**config.mk**
```make
export PLATFORM = sky130hd
export DESIGN_NAME = alu_op_sequencer
export DESIGN_NICKNAME = d
export VERILOG_FILES = /design/src/rtl/alu_seq_pkg.sv /design/src/rtl/seq_regfile.sv /design/src/rtl/alu_op_sequencer.sv
export SDC_FILE = /design/constraint.sdc
export NUM_CORES = 1
export LEC_CHECK = 0
export ABC_AREA = 1
export CAP_MARGIN = 20
export CORE_ASPECT_RATIO = 0.7
export CORE_MARGIN = 10
export CORE_UTILIZATION = 45
export CTS_CLUSTER_DIAMETER = 150
export DETAILED_ROUTE_END_ITERATION = 10
export PLACE_DENSITY_LB_ADDON = 0.2
export SLEW_MARGIN = 10
export SYNTH_ARGS = -nofsm -noshare
export SYNTH_HDL_FRONTEND = slang
export SYNTH_SLANG_ARGS = --single-unit
```
**constraint.sdc**
```tcl
create_clock -name clk -period 1.6 [get_ports clk]
set_input_delay 0.32 -clock clk [delete_from_list [all_inputs] [get_ports clk]]
set_output_delay 0.32 -clock clk [all_outputs]
set_load 0.005 [all_outputs]
```
**src/rtl/alu_seq_pkg.sv**
```systemverilog
// Shared types, widths and helpers for the ALU command sequencer.
package alu_seq_pkg;

  localparam int DATA_W = 4;

  typedef enum logic [2:0] {
    ADD  = 3'b000,
    SUB  = 3'b001,
    AND  = 3'b010,
    OR   = 3'b011,
    XOR  = 3'b100,
    NOTB = 3'b101,
    INCB = 3'b110,
    ASRB = 3'b111
  } alu_op_t;

  typedef enum logic [1:0] {
    IDLE,
    ISSUE,
    CAPTURE,
    RESP
  } seq_state_t;

  // Only the arithmetic ops produce a meaningful carry/overflow from the ALU.
  function automatic logic v_valid(alu_op_t op);
    return (op == ADD) || (op == SUB) || (op == INCB);
  endfunction

endpackage

```
**src/rtl/seq_regfile.sv**
```systemverilog
// Small register file: NREGS x DATA_W, two combinational read ports,
// one synchronous write port, asynchronous clear.
module seq_regfile
  import alu_seq_pkg::*;
#(
  parameter  int NREGS = 4,
  localparam int RA_W  = $clog2(NREGS)
) (
  input  logic              clk,
  input  logic              reset,
  input  logic [RA_W-1:0]   ra_idx,
  input  logic [RA_W-1:0]   rb_idx,
  output logic [DATA_W-1:0] ra_data,
  output logic [DATA_W-1:0] rb_data,
  input  logic              we,
  input  logic [RA_W-1:0]   wr_idx,
  input  logic [DATA_W-1:0] wr_data
);

  logic [DATA_W-1:0] regs [NREGS];

  for (genvar gi = 0; gi < NREGS; gi++) begin : g_reg
    logic [DATA_W-1:0] q_reg;

    always_ff @(posedge clk or posedge reset) begin
      if (reset) begin
        q_reg <= '0;
      end else if (we && (wr_idx == RA_W'(gi))) begin
        q_reg <= wr_data;
      end
    end

    assign regs[gi] = q_reg;
  end

  assign ra_data = regs[ra_idx];
  assign rb_data = regs[rb_idx];

endmodule

```
**src/rtl/alu_op_sequencer.sv**
```systemverilog
// Command-side controller for the external 4-bit combinational ALU.
// Optional sticky overflow flag (ports ovf_sticky/ovf_clr) under ALU_SEQ_STICKY_OVF_EN.
module alu_op_sequencer
  import alu_seq_pkg::*;
#(
  parameter  int NREGS = 4,
  localparam int RA_W  = $clog2(NREGS)
) (
  input  logic              clk,
  input  logic              reset,
  input  logic              cmd_valid,
  output logic              cmd_ready,
  input  logic [2:0]        cmd_op,
  input  logic              cmd_load,
  input  logic              cmd_imm_en,
  input  logic [DATA_W-1:0] cmd_imm,
  input  logic [RA_W-1:0]   cmd_rd,
  input  logic [RA_W-1:0]   cmd_ra,
  input  logic [RA_W-1:0]   cmd_rb,
  output logic [DATA_W-1:0] alu_a,
  output logic [DATA_W-1:0] alu_b,
  output logic [2:0]        alu_s,
  input  logic [DATA_W-1:0] alu_e,
  input  logic              alu_z,
  input  logic              alu_v,
  output logic              rsp_valid,
  input  logic              rsp_ready,
  output logic [DATA_W-1:0] rsp_data,
  output logic              rsp_z,
  output logic              rsp_v,
  output logic [RA_W-1:0]   rsp_rd
`ifdef ALU_SEQ_STICKY_OVF_EN
  ,
  output logic              ovf_sticky,
  input  logic              ovf_clr
`endif
);

  typedef struct packed {
    alu_op_t           op;
    logic              load;
    logic              imm_en;
    logic [DATA_W-1:0] imm;
    logic [RA_W-1:0]   rd;
    logic [RA_W-1:0]   ra;
    logic [RA_W-1:0]   rb;
  } cmd_t;

  seq_state_t        state_reg, state_next;
  cmd_t              cmd_reg;
  logic              accept, issue_en, capture_en;
  logic [DATA_W-1:0] ra_data, rb_data;
  logic [DATA_W-1:0] cap_data;
  logic              cap_z, cap_v;

  seq_regfile #(.NREGS(NREGS)) u_regfile (
    .clk     (clk),
    .reset   (reset),
    .ra_idx  (cmd_reg.ra),
    .rb_idx  (cmd_reg.rb),
    .ra_data (ra_data),
    .rb_data (rb_data),
    .we      (capture_en),
    .wr_idx  (cmd_reg.rd),
    .wr_data (cap_data)
  );

  always_ff @(posedge clk or posedge reset) begin
    if (reset) begin
      state_reg <= IDLE;
    end else begin
      state_reg <= state_next;
    end
  end

  // cmd_ready is forced low while reset is held even though the state already reads IDLE.
  always_comb begin
    state_next = state_reg;
    cmd_ready  = 1'b0;
    rsp_valid  = 1'b0;
    accept     = 1'b0;
    issue_en   = 1'b0;
    capture_en = 1'b0;
    case (state_reg)
      IDLE: begin
        cmd_ready = !reset;
        if (cmd_valid && !reset) begin
          accept     = 1'b1;
          state_next = ISSUE;
        end
      end
      ISSUE: begin
        issue_en   = 1'b1;
        state_next = CAPTURE;
      end
      CAPTURE: begin
        capture_en = 1'b1;
        state_next = RESP;
      end
      RESP: begin
        rsp_valid = 1'b1;
        if (rsp_ready) begin
          state_next = IDLE;
        end
      end
      default: state_next = IDLE;
    endcase
  end

  // Loads bypass the ALU entirely; V is only trusted for arithmetic ops.
  always_comb begin
    cap_data = cmd_reg.load ? cmd_reg.imm : alu_e;
    cap_z    = cmd_reg.load ? (cmd_reg.imm == '0) : alu_z;
    cap_v    = !cmd_reg.load && v_valid(cmd_reg.op) && alu_v;
  end

  always_ff @(posedge clk or posedge reset) begin
    if (reset) begin
      cmd_reg  <= '0;
      alu_a    <= '0;
      alu_b    <= '0;
      alu_s    <= '0;
      rsp_data <= '0;
      rsp_z    <= 1'b0;
      rsp_v    <= 1'b0;
      rsp_rd   <= '0;
    end else begin
      if (accept) begin
        cmd_reg.op     <= alu_op_t'(cmd_op);
        cmd_reg.load   <= cmd_load;
        cmd_reg.imm_en <= cmd_imm_en;
        cmd_reg.imm    <= cmd_imm;
        cmd_reg.rd     <= cmd_rd;
        cmd_reg.ra     <= cmd_ra;
        cmd_reg.rb     <= cmd_rb;
      end
      if (issue_en) begin
        alu_a <= ra_data;
        alu_b <= cmd_reg.imm_en ? cmd_reg.imm : rb_data;
        alu_s <= cmd_reg.op;
      end
      if (capture_en) begin
        rsp_data <= cap_data;
        rsp_z    <= cap_z;
        rsp_v    <= cap_v;
        rsp_rd   <= cmd_reg.rd;
      end
    end
  end

`ifdef ALU_SEQ_STICKY_OVF_EN
  logic ovf_sticky_reg;

  // A new overflow in CAPTURE takes priority over a coincident clear.
  always_ff @(posedge clk or posedge reset) begin
    if (reset) begin
      ovf_sticky_reg <= 1'b0;
    end else if (capture_en && cap_v) begin
      ovf_sticky_reg <= 1'b1;
    end else if (ovf_clr) begin
      ovf_sticky_reg <= 1'b0;
    end
  end

  assign ovf_sticky = ovf_sticky_reg;
`endif

endmodule

```
==> results.ini <==
[run_status]
status=completed

[clocking]
htreeDepth=2
cts_root_buf=clkbuf_8
ctsHoldBuffers=0
clock_sinks=52
cts_tree=done
clk_latency_ns=0.30
clockBufferDepth=2
clk_pin_slew_ns=0.09
cts-buffers-inserted=5

[placed_design]
gp_congestion=0.901
placed_area_sq_mm=0.00310
hpwl_microns=4670
port-buffer-count=45

[critical_path]
r2r_start=state_reg[0]
reg2regPathDepth=8
startpoint_type=flip-flop
cp_top_family=buffers and inverters
cp_slowest_cell=clkdlybuf4s50_1
critPathRequiredTime_ns=1.28
critPathBufInv=1
cp_max_fo=2
max_stage_delay_ns=0.53
path_class=flip-flop to primary output
reg2reg_slack_ns=0.13
end_kind=primary output
path_cells=clkdlybuf4s50_1
critPathArrivalTime_ns=1.21
rr_endpoint=u_regfile.g_reg[1].q_reg[0]

[synth]
synth_top_cell_area_share_pct=52.9
syn-cell-area_sq_mm=0.00246
synth_warnings=0
ys_ff_latch=52
synth_simple_gate_area_share_pct=27.2
synth_common_cells=118 x nand2_1, 52 x dfrtp_1, 31 x inv_1
yosysMostFrequentCell=nand2_1
synth_top_family_by_area=simple AND/OR/NAND/NOR gates
synth_edf_count=0
synth_cell_types=20
synth_nets=337
yosysTopAreaCell=dfrtp_1
synth_ff_type=dfrtp_1
async_flop_share_pct=100
yosysSeqAreaShare_pct=52.9
avgSynthCellArea_sq_um=8.01
synthAdderAreaFrac_pct=2.54
syn_inst=307
synth-compound-area-share_pct=10.4
synth_xor_area_share_pct=0
synth.area.top_cells=dfrtp_1 53%, nand2_1 18%, o21ai_0 5.1%
synth_mux_area_share_pct=0

[routing]
first_pass_iters=4
vias=2151
post-route-drc-count=0
wl_per_cell_microns=14.3
wirelength_microns=6290
ant_nets=0
drt_iter0_drc=124
vias_per_cell=4.88

[sta]
drv_slew=0
setup_violations=0
hold_violations=0
holdWs_ns=0.483
skew_ns=0.00707
rsz0062_at_grt=yes
finalCritPeriodShare_pct=95.6
period_needed_ns=1.53
fmax_ghz=0.654
tightest_slew_ns=0.683
maxSlewHeadroom_pct=54.0

[worst_hold_path]
min_path_type=flip-flop to flip-flop
min_to=alu_b[0]
whs_path_depth=2
hp-start=alu_b[0]

[cells_and_area]
largest_register_ffs=16
drive_gt1_share_pct=10.3
nFillCells=475
diodes=0
stdcell_area_sq_mm=0.00323
area_growth_pct=31.1
fin_nets=398

[grt]
grt_pass1_wl_microns=10300
overflow=0
track_usage_pct=14.4
grt_pass1_vias=2197
antenna_found_initial=0
grt_max_degree=53

[die]
initial_core_util_pct=46.8
core-area_sq_mm=0.00526
rows=22
io_pins=46
die_w_microns=108
die_h_microns=81.9
dieArea_sq_mm=0.00887

[power_and_ir_drop]
p_leak_uw=0.00160
ir_drop_mv=0.897
power_density_mw_per_mm2=2020

[run]
drv_cap=0

==> what timing repair did <==
action                     in CTS  in global routing
setup buffers                   0                  1
setup endpoints to repair       2                  3
resized for setup               5                  5
==> cells by family after synthesis <==
family / count (synthesis)
buffers and inverters: 41
DFF: 52
and+or+nand+nor: 160
AOI/OAI and AO/OA: 49
adders and majority gates: 5
==> placed cells by master (no fill, tap or decap), types with 3 or more instances in the layout <==
master,count
a21oi_1,19
buf_12,3
buf_4,13
clkbuf_8,5
clkdlybuf4s50_1,43
dfrtp_1,52
ha_1,4
inv_1,28
inv_2,3
nand2_1,118
nand3_1,14
nor2_1,20
nor2_4,3
o211ai_1,4
o21ai_0,24
==> through the flow <==
stage                     TNS [ns]  power [uW]  setup slack (ns)  utilization [%]  std cells
after floorplan            -0.0164        4170          -0.00831                -        307
after global placement      -0.130        5470            -0.130             59.0        432
after detailed placement    -0.144        5550            -0.144             59.0        432
after CTS                 -0.00641        6460          -0.00641             61.1        440
after global routing      -0.00227        7100          -0.00227             61.4        441
final                            0        6500            0.0699             61.4        441
==> area by class of cell <==
cell class,count,area [sq um],area share (%)
flip-flops and latches,52,1300,40.3
clock buffers,6,72.6,2.25
repair buffers,61,598,18.5
clock inverters,2,35.0,1.09
inverters,34,135,4.19
well taps,72,90.1,2.79
multi-input cells,214,993,30.8
==> layer usage <==
metal	routed length, microns	global-route usage (%)	up-vias
li1	-	-	1076
met1	2870	19.3	1018
met2	2920	22.4	53
met3	463	4.69	4
met4	29	3.02	0
met5	0	0	-
==> power by group <==
| part | switching, uW | total, uW | leakage (uW) | internal, uW |
|---|---|---|---|---|
| registers | 476 | 2450 | 0.000612 | 1980 |
| logic | 1750 | 3160 | 0.000929 | 1420 |
| clock network | 420 | 885 | 0.0000552 | 465 |
==> worst max path at each step <==
stage,startpoint,endpoint,slack (ns),depth (start not counted)
2_1_floorplan,reset,state_reg[0],-0.008,5
3_3_place_gp,reset,cmd_ready,-0.13,3
3_5_place_dp,reset,cmd_ready,-0.14,3
4_1_cts,state_reg[1],cmd_ready,-0.006,5
5_1_grt,state_reg[1],cmd_ready,-0.002,5
6_report,rsp_data[2],rsp_data[2],0.07,1
Note: power is estimated with default switching activity, not from simulation.
